File: config.mk
export PLATFORM = sky130hd
export DESIGN_NAME = rt_rgu_stream
export DESIGN_NICKNAME = d
export VERILOG_FILES = /design/src/rtl/rt_rgu_stream.sv
export SDC_FILE = /design/constraint.sdc
export NUM_CORES = 2
export LEC_CHECK = 0
export CAP_MARGIN = 20
export CELL_PAD_IN_SITES_DETAIL_PLACEMENT = 0
export CELL_PAD_IN_SITES_GLOBAL_PLACEMENT = 1
export CORE_MARGIN = 4
export CORE_UTILIZATION = 41
export DETAILED_ROUTE_END_ITERATION = 10
export PLACE_DENSITY = 0.83
export SLEW_MARGIN = 20
export SYNTH_ARGS = -nofsm -noshare
export SYNTH_HDL_FRONTEND = slang
export SYNTH_SLANG_ARGS = --single-unit
export TNS_END_PERCENT = 10
File: constraint.sdc
create_clock -name clk -period 6.97 [get_ports clk]
set_input_delay 2.091 -clock clk [delete_from_list [all_inputs] [get_ports clk]]
set_output_delay 2.091 -clock clk [all_outputs]
set_load 0.02 [all_outputs]
File: src/rtl/rt_rgu_stream.sv
// rt_rgu_stream: streaming frame-level ray generation unit.
// Scans a WIDTH x HEIGHT image in raster order and emits one primary ray per
// pixel over a valid/ready handshake at up to one ray per cycle. Pixel centres
// are formed incrementally (+du per column, +dv per row) instead of multiplying.
// Optional feature macro: RT_RGU_JITTER_EN adds LFSR jitter to the direction LSBs.
module rt_rgu_stream #(
    parameter int unsigned IW = 16,
    parameter int unsigned QW = 16,
    parameter int unsigned CW = 12
`ifdef RT_RGU_JITTER_EN
    ,
    parameter int unsigned JB = 4
`endif
) (
    input  logic                      clk,
    input  logic                      reset,
    input  logic                      start,
    output logic                      busy,
    output logic                      done,
    input  logic [CW-1:0]             img_width,
    input  logic [CW-1:0]             img_height,
    input  logic [2:0][IW+QW-1:0]     pixel_00_loc,
    input  logic [2:0][IW+QW-1:0]     pixel_delta_u,
    input  logic [2:0][IW+QW-1:0]     pixel_delta_v,
    input  logic [2:0][IW+QW-1:0]     camera_center,
    output logic                      ray_valid,
    input  logic                      ray_ready,
    output logic [2:0][IW+QW-1:0]     ray_origin,
    output logic [2:0][IW+QW-1:0]     ray_direction,
    output logic [CW-1:0]             ray_x,
    output logic [CW-1:0]             ray_y,
    output logic                      ray_last
);

    localparam int unsigned WL = IW + QW;

    typedef enum logic [1:0] {
        S_IDLE,
        S_LOAD,
        S_RUN
    } state_t;

    state_t              state;
    logic [CW-1:0]       w_q;
    logic [CW-1:0]       h_q;
    logic [2:0][WL-1:0]  du_q;
    logic [2:0][WL-1:0]  dv_q;
    logic [2:0][WL-1:0]  center_q;
    logic [2:0][WL-1:0]  cur;
    logic [2:0][WL-1:0]  row_base;

    logic                hs;
    logic                at_wrap;
    logic                at_end;
    logic                nxt_last;
    logic [CW-1:0]       nxt_x;
    logic [CW-1:0]       nxt_y;
    logic [2:0][WL-1:0]  nxt_cur;
    logic [2:0][WL-1:0]  nxt_row;
    logic [2:0][WL-1:0]  nxt_dir;

`ifdef RT_RGU_JITTER_EN
    localparam logic [15:0] LFSR_SEED = 16'hACE1;

    logic [15:0]         lfsr;
    logic [15:0]         nxt_lfsr;
    logic [WL-1:0]       jit;

    // One Fibonacci step, taps 16,14,13,11 (right-shifting form).
    function automatic logic [15:0] lfsr_step(input logic [15:0] s);
        return {s[0] ^ s[2] ^ s[3] ^ s[5], s[15:1]};
    endfunction
`endif

    // Next pixel position, centre and direction for the ray to be registered.
    always_comb begin
        hs       = ray_valid & ray_ready;
        at_wrap  = (ray_x == w_q - CW'(1));
        at_end   = at_wrap && (ray_y == h_q - CW'(1));
        nxt_x    = ray_x;
        nxt_y    = ray_y;
        nxt_cur  = cur;
        nxt_row  = row_base;
        if (state == S_RUN && hs && !at_end) begin
            if (at_wrap) begin
                nxt_x = '0;
                nxt_y = ray_y + CW'(1);
                for (int i = 0; i < 3; i++) begin
                    nxt_row[i] = row_base[i] + dv_q[i];
                end
                nxt_cur = nxt_row;
            end else begin
                nxt_x = ray_x + CW'(1);
                for (int i = 0; i < 3; i++) begin
                    nxt_cur[i] = cur[i] + du_q[i];
                end
            end
        end
        nxt_last = (nxt_x == w_q - CW'(1)) && (nxt_y == h_q - CW'(1));
`ifdef RT_RGU_JITTER_EN
        nxt_lfsr = hs ? lfsr_step(lfsr) : lfsr;
        jit      = {{(WL-JB){nxt_lfsr[JB-1]}}, nxt_lfsr[JB-1:0]};
        for (int i = 0; i < 3; i++) begin
            nxt_dir[i] = nxt_cur[i] - center_q[i] + jit;
        end
`else
        for (int i = 0; i < 3; i++) begin
            nxt_dir[i] = nxt_cur[i] - center_q[i];
        end
`endif
    end

    // Frame FSM, configuration latch and registered ray outputs.
    always_ff @(posedge clk) begin
        if (reset) begin
            state         <= S_IDLE;
            busy          <= 1'b0;
            done          <= 1'b0;
            ray_valid     <= 1'b0;
            ray_origin    <= '0;
            ray_direction <= '0;
            ray_x         <= '0;
            ray_y         <= '0;
            ray_last      <= 1'b0;
            w_q           <= '0;
            h_q           <= '0;
            du_q          <= '0;
            dv_q          <= '0;
            center_q      <= '0;
            cur           <= '0;
            row_base      <= '0;
`ifdef RT_RGU_JITTER_EN
            lfsr          <= LFSR_SEED;
`endif
        end else begin
            done <= 1'b0;
            case (state)
                S_IDLE: begin
                    busy <= 1'b0;
                    if (start) begin
                        state    <= S_LOAD;
                        busy     <= 1'b1;
                        w_q      <= img_width;
                        h_q      <= img_height;
                        du_q     <= pixel_delta_u;
                        dv_q     <= pixel_delta_v;
                        center_q <= camera_center;
                        cur      <= pixel_00_loc;
                        row_base <= pixel_00_loc;
                        ray_x    <= '0;
                        ray_y    <= '0;
`ifdef RT_RGU_JITTER_EN
                        lfsr     <= LFSR_SEED;
`endif
                    end
                end
                S_LOAD: begin
                    if (w_q == '0 || h_q == '0) begin
                        state <= S_IDLE;
                        done  <= 1'b1;
                    end else begin
                        state         <= S_RUN;
                        ray_valid     <= 1'b1;
                        ray_origin    <= center_q;
                        ray_direction <= nxt_dir;
                        ray_last      <= nxt_last;
                    end
                end
                S_RUN: begin
                    if (hs) begin
`ifdef RT_RGU_JITTER_EN
                        lfsr <= nxt_lfsr;
`endif
                        if (at_end) begin
                            state     <= S_IDLE;
                            ray_valid <= 1'b0;
                            done      <= 1'b1;
                        end else begin
                            cur           <= nxt_cur;
                            row_base      <= nxt_row;
                            ray_x         <= nxt_x;
                            ray_y         <= nxt_y;
                            ray_direction <= nxt_dir;
                            ray_last      <= nxt_last;
                        end
                    end
                end
                default: begin
                    state <= S_IDLE;
                end
            endcase
        end
    end

endmodule

### After elaboration in Yosys (flattened, before gate mapping)

Cells that the tools add are included.

| word-level totals | value |
|---|---|
| input bits | 412 |
| register bits after elaboration | 726 |

| operators by class | value |
|---|---|
| equal/unequal tests | 13 |
| reductions and logical operators | 18 |
| multiplexer cells | 44 |
| add/subtract/negate cells | 13 |
| bitwise logic cells | 2 |

Operator list:

| cell | number |
|---|---|
| $mux W96 | 12 |
| $pmux W96 S2 | 3 |
| $add A32 B32 Y32 | 6 |
| $mux W12 | 9 |
| $sub A32 B32 Y32 | 3 |
| $eq A12 B12 Y1 | 4 |
| $pmux W12 S2 | 2 |
| $add A12 B1 Y12 const B | 2 |
| $logic_not A12 Y1 | 2 |
| $sub A12 B1 Y12 const B | 2 |
| $ne A2 B2 Y1 const B | 6 |
| $reduce_and A4 Y1 | 3 |
| $mux W1 | 10 |
| $mux W2 | 4 |
| $pmux W1 S2 | 3 |
| $pmux W2 S3 | 1 |
| $reduce_and A6 Y1 | 1 |
| $logic_and A1 B1 Y1 | 4 |
| $reduce_and A2 Y1 | 2 |
| $reduce_bool A2 Y1 | 2 |
| $reduce_and A3 Y1 | 1 |
| $eq A2 B1 Y1 const B | 1 |
| $eq A2 B2 Y1 const B | 1 |
| $logic_not A2 Y1 | 1 |
| 5 further kinds | 5 |

### Longest topological paths before layout

| logic depth | value |
|---|---|
| depth after elaboration | 11 |
| depth in mapped cells | 31 |
| gate-level depth less buffers | 30 |

### Least setup slack after synthesis

OpenSTA, ideal clock, no wires.

| timing path | value |
|---|---|
| path kind | in2reg |
| start | in ray_ready |
| end | reg ray_direction[95] in the netlist's numbering |
| cell stages on the path | 21 |
| path slack | 0.733 ns |
| setup time | 0.086 ns |
| arrival time | 6.152 ns |
| data required time | 6.884 ns |
| buffers on the path | 3 |
| cell sequence | nand2_1 nor2_1 nand2_1 buf_2 buf_2 buf_2 a21oi_1 ha_1 nor2b_1 o2111a_1 o21ai_0 a211oi_1 nor3_1 nor3_1 a2111oi_0 a21oi_1 a31oi_1 mux2i_1 o211ai_1 xnor2_1 a211oi_1 |

| between the ends | value |
|---|---|
| cells in the longest elaborated chain, start to end | 8 |
| elaborated cells on any way between the ends | 11 |
| classes of those cells | 1 x add/sub; 1 x eq/ne; 5 x mux; 1 x bitwise; 3 x reduce/logical |

Ends and longest elaborated chain:

| item | RTL line | RTL |
|---|---|---|
| from (decl) | 27 | `input logic ray_ready,` |
| $and A1 B1 Y1 (*) | 77 | `hs = ray_valid & ray_ready;` |
| $logic_and A1 B1 Y1 (2 in a row) | 84 | `if (state == S_RUN && hs && !at_end) begin` |
| $mux W96 | 84 |  |
| $sub A32 B32 Y32 | 108 | `nxt_dir[i] = nxt_cur[i] - center_q[i];` |
| $mux W96 | 174 | `if (at_end) begin` |
| $mux W96 | 170 | `if (hs) begin` |
| $pmux W96 S2 | 137 | `case (state)` |
| to (signal assigned) | 165 | `ray_direction <= nxt_dir;` |
| to (signal assigned) | 183 | `ray_direction <= nxt_dir;` |
| to (decl) | 29 | `output logic [2:0][IW+QW-1:0] ray_direction,` |

Mark *: on every way between the ends. The rest lies on a longest branch, timed or not. The select of a mux whose other input is x is not followed.
A chain may end at the register's enable or synchronous reset.

### Final worst setup path

| timing path | value |
|---|---|
| start | reg w_q[7] |
| end | reg ray_direction[92] in the netlist's numbering |

| between the ends | value |
|---|---|
| cells in the longest elaborated chain, start to end | 10 |
| elaborated cells on any way between the ends | 17 |
| classes of those cells | 2 x add/sub; 3 x eq/ne; 6 x mux; 6 x reduce/logical |

Ends and longest elaborated chain:

| item | RTL line | RTL |
|---|---|---|
| from (decl) | 44 | `logic [CW-1:0] w_q;` |
| from (signal assigned) | 143 | `w_q <= img_width;` |
| $sub A12 B1 Y12 | 78 | `at_wrap = (ray_x == w_q - CW'(1));` |
| $eq A12 B12 Y1 | 78 |  |
| $logic_and A1 B1 Y1 | 79 | `at_end = at_wrap && (ray_y == h_q - CW'(1));` |
| $logic_not A1 Y1 | 84 |  |
| $logic_and A1 B1 Y1 | 84 |  |
| $mux W96 | 84 |  |
| $sub A32 B32 Y32 | 108 |  |
| $mux W96 | 174 |  |
| $mux W96 | 170 |  |
| $pmux W96 S2 | 137 |  |

Several ways; a longest one is shown, not always the timed one. The select of a mux whose other input is x is not followed.

==> flow_metrics.tcl <==
set metrics [dict create \
    cts_hold_buffers 0 \
    ys_ff_latch 726 \
    setup_ws_ps 383 \
    hold_viol_final 0 \
    slew_headroom_pct 24.7 \
    timing.hold.worst.class "reg -> reg" \
    peakVddDrop_mv 0.162 \
    die_h_um 334 \
    vias 44400 \
    port-buffer-count 631 \
    criticalPathCategory "reg -> reg" \
    first_pass_iters 7 \
    rsz0062_at_grt "no" \
    setup_viol 0 \
    worst_path_max_delay_cell "or4_4" \
    cts_max_level 3 \
    die_x_um 334 \
    clockRootBuffer "clkbuf_16" \
    cp_max_fo 8 \
    outcome "completed" \
    max_stage_delay_ps 570 \
    drt-total-wl_mm 184 \
    r2r-end "ray_direction[92]" \
    place_congestion 0.977 \
    synth.area.top_cells "dfxtp_1 (33%), nand2_1 (11%), a21oi_1 (10%), ha_1 (8.2%), xnor2_1 (4.1%)" \
    via_per_inst 5.69 \
    syn_inst 5839 \
    synth_edf_count 0 \
    ys_seq_area_share_pct 33.3 \
    clkSinkCount 726 \
    clock_latency_ps 690 \
    worst_setup_path_start_kind "register" \
    p_per_area_nw_per_um2 283 \
    area_growth_pct 25.4 \
    nFillCells 10400 \
    grt_overflow_total 0 \
    numCtsBuffers 88 \
    tightestPinTransition_ps 1130 \
    max_freq_mhz 152 \
    clk_pin_slew_ps 60 \
    maxCapViolCount 0 \
    r2r_cells 27 \
    num_rows 119 \
    start_util_pct 41.4 \
    core_um2 106000 \
    ant_nets 0 \
    grt_usage_pct 31.1 \
    hpwl_mm 140 \
    whs_endpoint "ray_direction[36]" \
    yosysTopAreaCell "dfxtp_1" \
    place_area_um2 51400 \
    async_reset_ff_share_pct 0 \
    syn_nets 6546 \
    antenna_found_initial 21 \
    avgSynthCellArea_um2 7.48 \
    period_share_pct 94.5 \
    grt_pass1_vias 41800 \
    end_kind "register" \
    holdCritStartpoint "ray_direction[36]" \
    yosysWarnings 0 \
    min_delay_path_depth 2 \
    netlist_area_um2 43700 \
    reg2reg_from "w_q[7]" \
    fin_nets 7029 \
    finalPower_mw 15.5 \
    maxSlewViolCount 0 \
    fin_setup_tns_ps 0 \
    final_cell_area_um2 54800 \
    wire_per_inst_um 23.6 \
    yosys.cell_types.count 89 \
    cts_tree "built" \
    route.detailed.drc 0 \
    preCtsSetupSlack_ps -62.6 \
    fin_crit_ps 6590 \
    die-area_um2 112000 \
    clockBufferDepth 3 \
    arrival_ps 7140 \
    drive_gt1_share_pct 5.44 \
    io_pins 632 \
    r2r_slack_ps 380 \
    grt_max_degree 183 \
    yosys.area.top_type_share_pct 33.3 \
    p_leak_nw 21.7 \
    grt_pass1_wl_mm 264 \
    drtIter0Drc 3604 \
    skew_ps 30.2 \
    worstPathRequired_ps 7520 \
    ys.flop_type "dfxtp_1" \
]
layout make-up:
| class | instances | area (µm²) | share of cell area (%) |
|---|---|---|---|
| multi-input cells | 4576 | 27300 | 49.8 |
| clock inverters | 52 | 778 | 1.42 |
| diodes | 14 | 35.0 | 0.0639 |
| flip-flops and latches | 726 | 14500 | 26.5 |
| repair buffers | 743 | 7300 | 13.3 |
| clock buffers | 110 | 2440 | 4.45 |
| inverters | 187 | 702 | 1.28 |
| well taps | 1391 | 1740 | 3.18 |
cells in the mapped netlist (11+ instances only):
master,n
and2_1,20
dfxtp_1,726
buf_1,36
o21bai_1,32
nand2_1,1228
a211oi_1,123
o211ai_1,20
nor2_1,391
a21oi_1,876
a2111oi_0,13
and4_1,14
inv_1,187
mux2i_1,75
nand4_1,36
or3_1,37
nor4_1,20
o21a_1,43
a21o_1,115
nand2b_1,56
and3_1,34
o21ai_0,247
nand3_1,93
o31ai_1,20
or2_2,19
a22oi_1,62
o22ai_1,50
ha_1,286
nor2b_1,53
nor3_1,82
xnor2_1,206
clkbuf_1,293
xor2_1,88
a31oi_1,30
buf_2,19
a22o_1,11
a211o_1,14
logic make-up after synthesis:
logic type               after synthesis  synth area share (%)
AND/OR/NAND/NOR                     2124                  21.0
AO/OA/AOI/OAI                       1782                  24.6
flip-flops                           726                  33.3
buffers and inverters                537                  4.69
XOR/XNOR                             296                  5.98
adder cells (fa/ha/maj)              295                  8.60
multiplexers                          79                  1.82
placed cells by master (no fill, tap or decap), types with 92 or more instances in the layout:
| master | instances |
|---|---|
| o21ai_0 | 244 |
| dfxtp_1 | 726 |
| ha_1 | 285 |
| nand2_1 | 1222 |
| xnor2_1 | 205 |
| a211oi_1 | 123 |
| buf_4 | 102 |
| clkdlybuf4s50_1 | 630 |
| a21o_1 | 114 |
| nand3_1 | 92 |
| a21oi_1 | 872 |
| nor2_1 | 385 |
| inv_1 | 185 |
through the flow:
stage          util [%]  hold slack (ps)  instances
3_5_place_dp       48.7              443       7619
2_1_floorplan         -              436       5839
6_report           51.9              451       7799
3_3_place_gp       48.7              440       7619
5_1_grt            51.9              466       7791
4_1_cts            51.8              451       7781
worst max-delay path: cells and delay by family (launching register included):
family / cells / cell delay, ps
flops: 1 / 390
xor+xnor: 1 / 90
buf+inv: 2 / 230
fa+ha+maj: 2 / 590
compound gates: 14 / 3160
simple gates: 8 / 1990
worst max-delay path by stage:
stage | from | to | slack, ps | depth (start not counted)
detailed placement | ray_ready | ray_direction[95] | -60 | 21
CTS | h_q[0] | ray_direction[30] | 190 | 27
global route | h_q[0] | ray_direction[95] | 20 | 29
global placement | ray_ready | ray_direction[95] | -50 | 21
floorplan | ray_ready | ray_direction[95] | 730 | 21
finish | w_q[7] | ray_direction[92] | 380 | 27
report_power, final:
part           internal, mW  switching (mW)  total (mW)  leakage, nW
combinational          2.12            3.27        5.39         14.1
sequential             4.62           0.363        4.98         5.95
clock                  3.13            2.01        5.13         1.56
total                  9.87            5.64        15.5         21.7
per-layer routing:
layer / global-route usage [%] / share of wire (%) / up-vias
li1: - / - / 21500
met1: 36.2 / 39 / 20800
met2: 53.2 / 48 / 1602
met3: 5.05 / 6.5 / 455
met4: 19.8 / 7.3 / 14
met5: 0 / 0.054 / -
sequential cells by signal, indices dropped and copies added (netlist names), 2 cells and up:
name           count
ray_y             12
cur               96
center_q          96
state              2
du_q              96
w_q               12
ray_x             12
h_q               12
ray_origin        96
dv_q              96
row_base          96
ray_direction     96
timing repair:
| item | in CTS | in global routing |
|---|---|---|
| gates resized for setup | 0 | 15 |
| setup buffers | 0 | 3 |
| setup endpoints to repair | 0 | 11 |
Power figures use the tool's default switching activity.
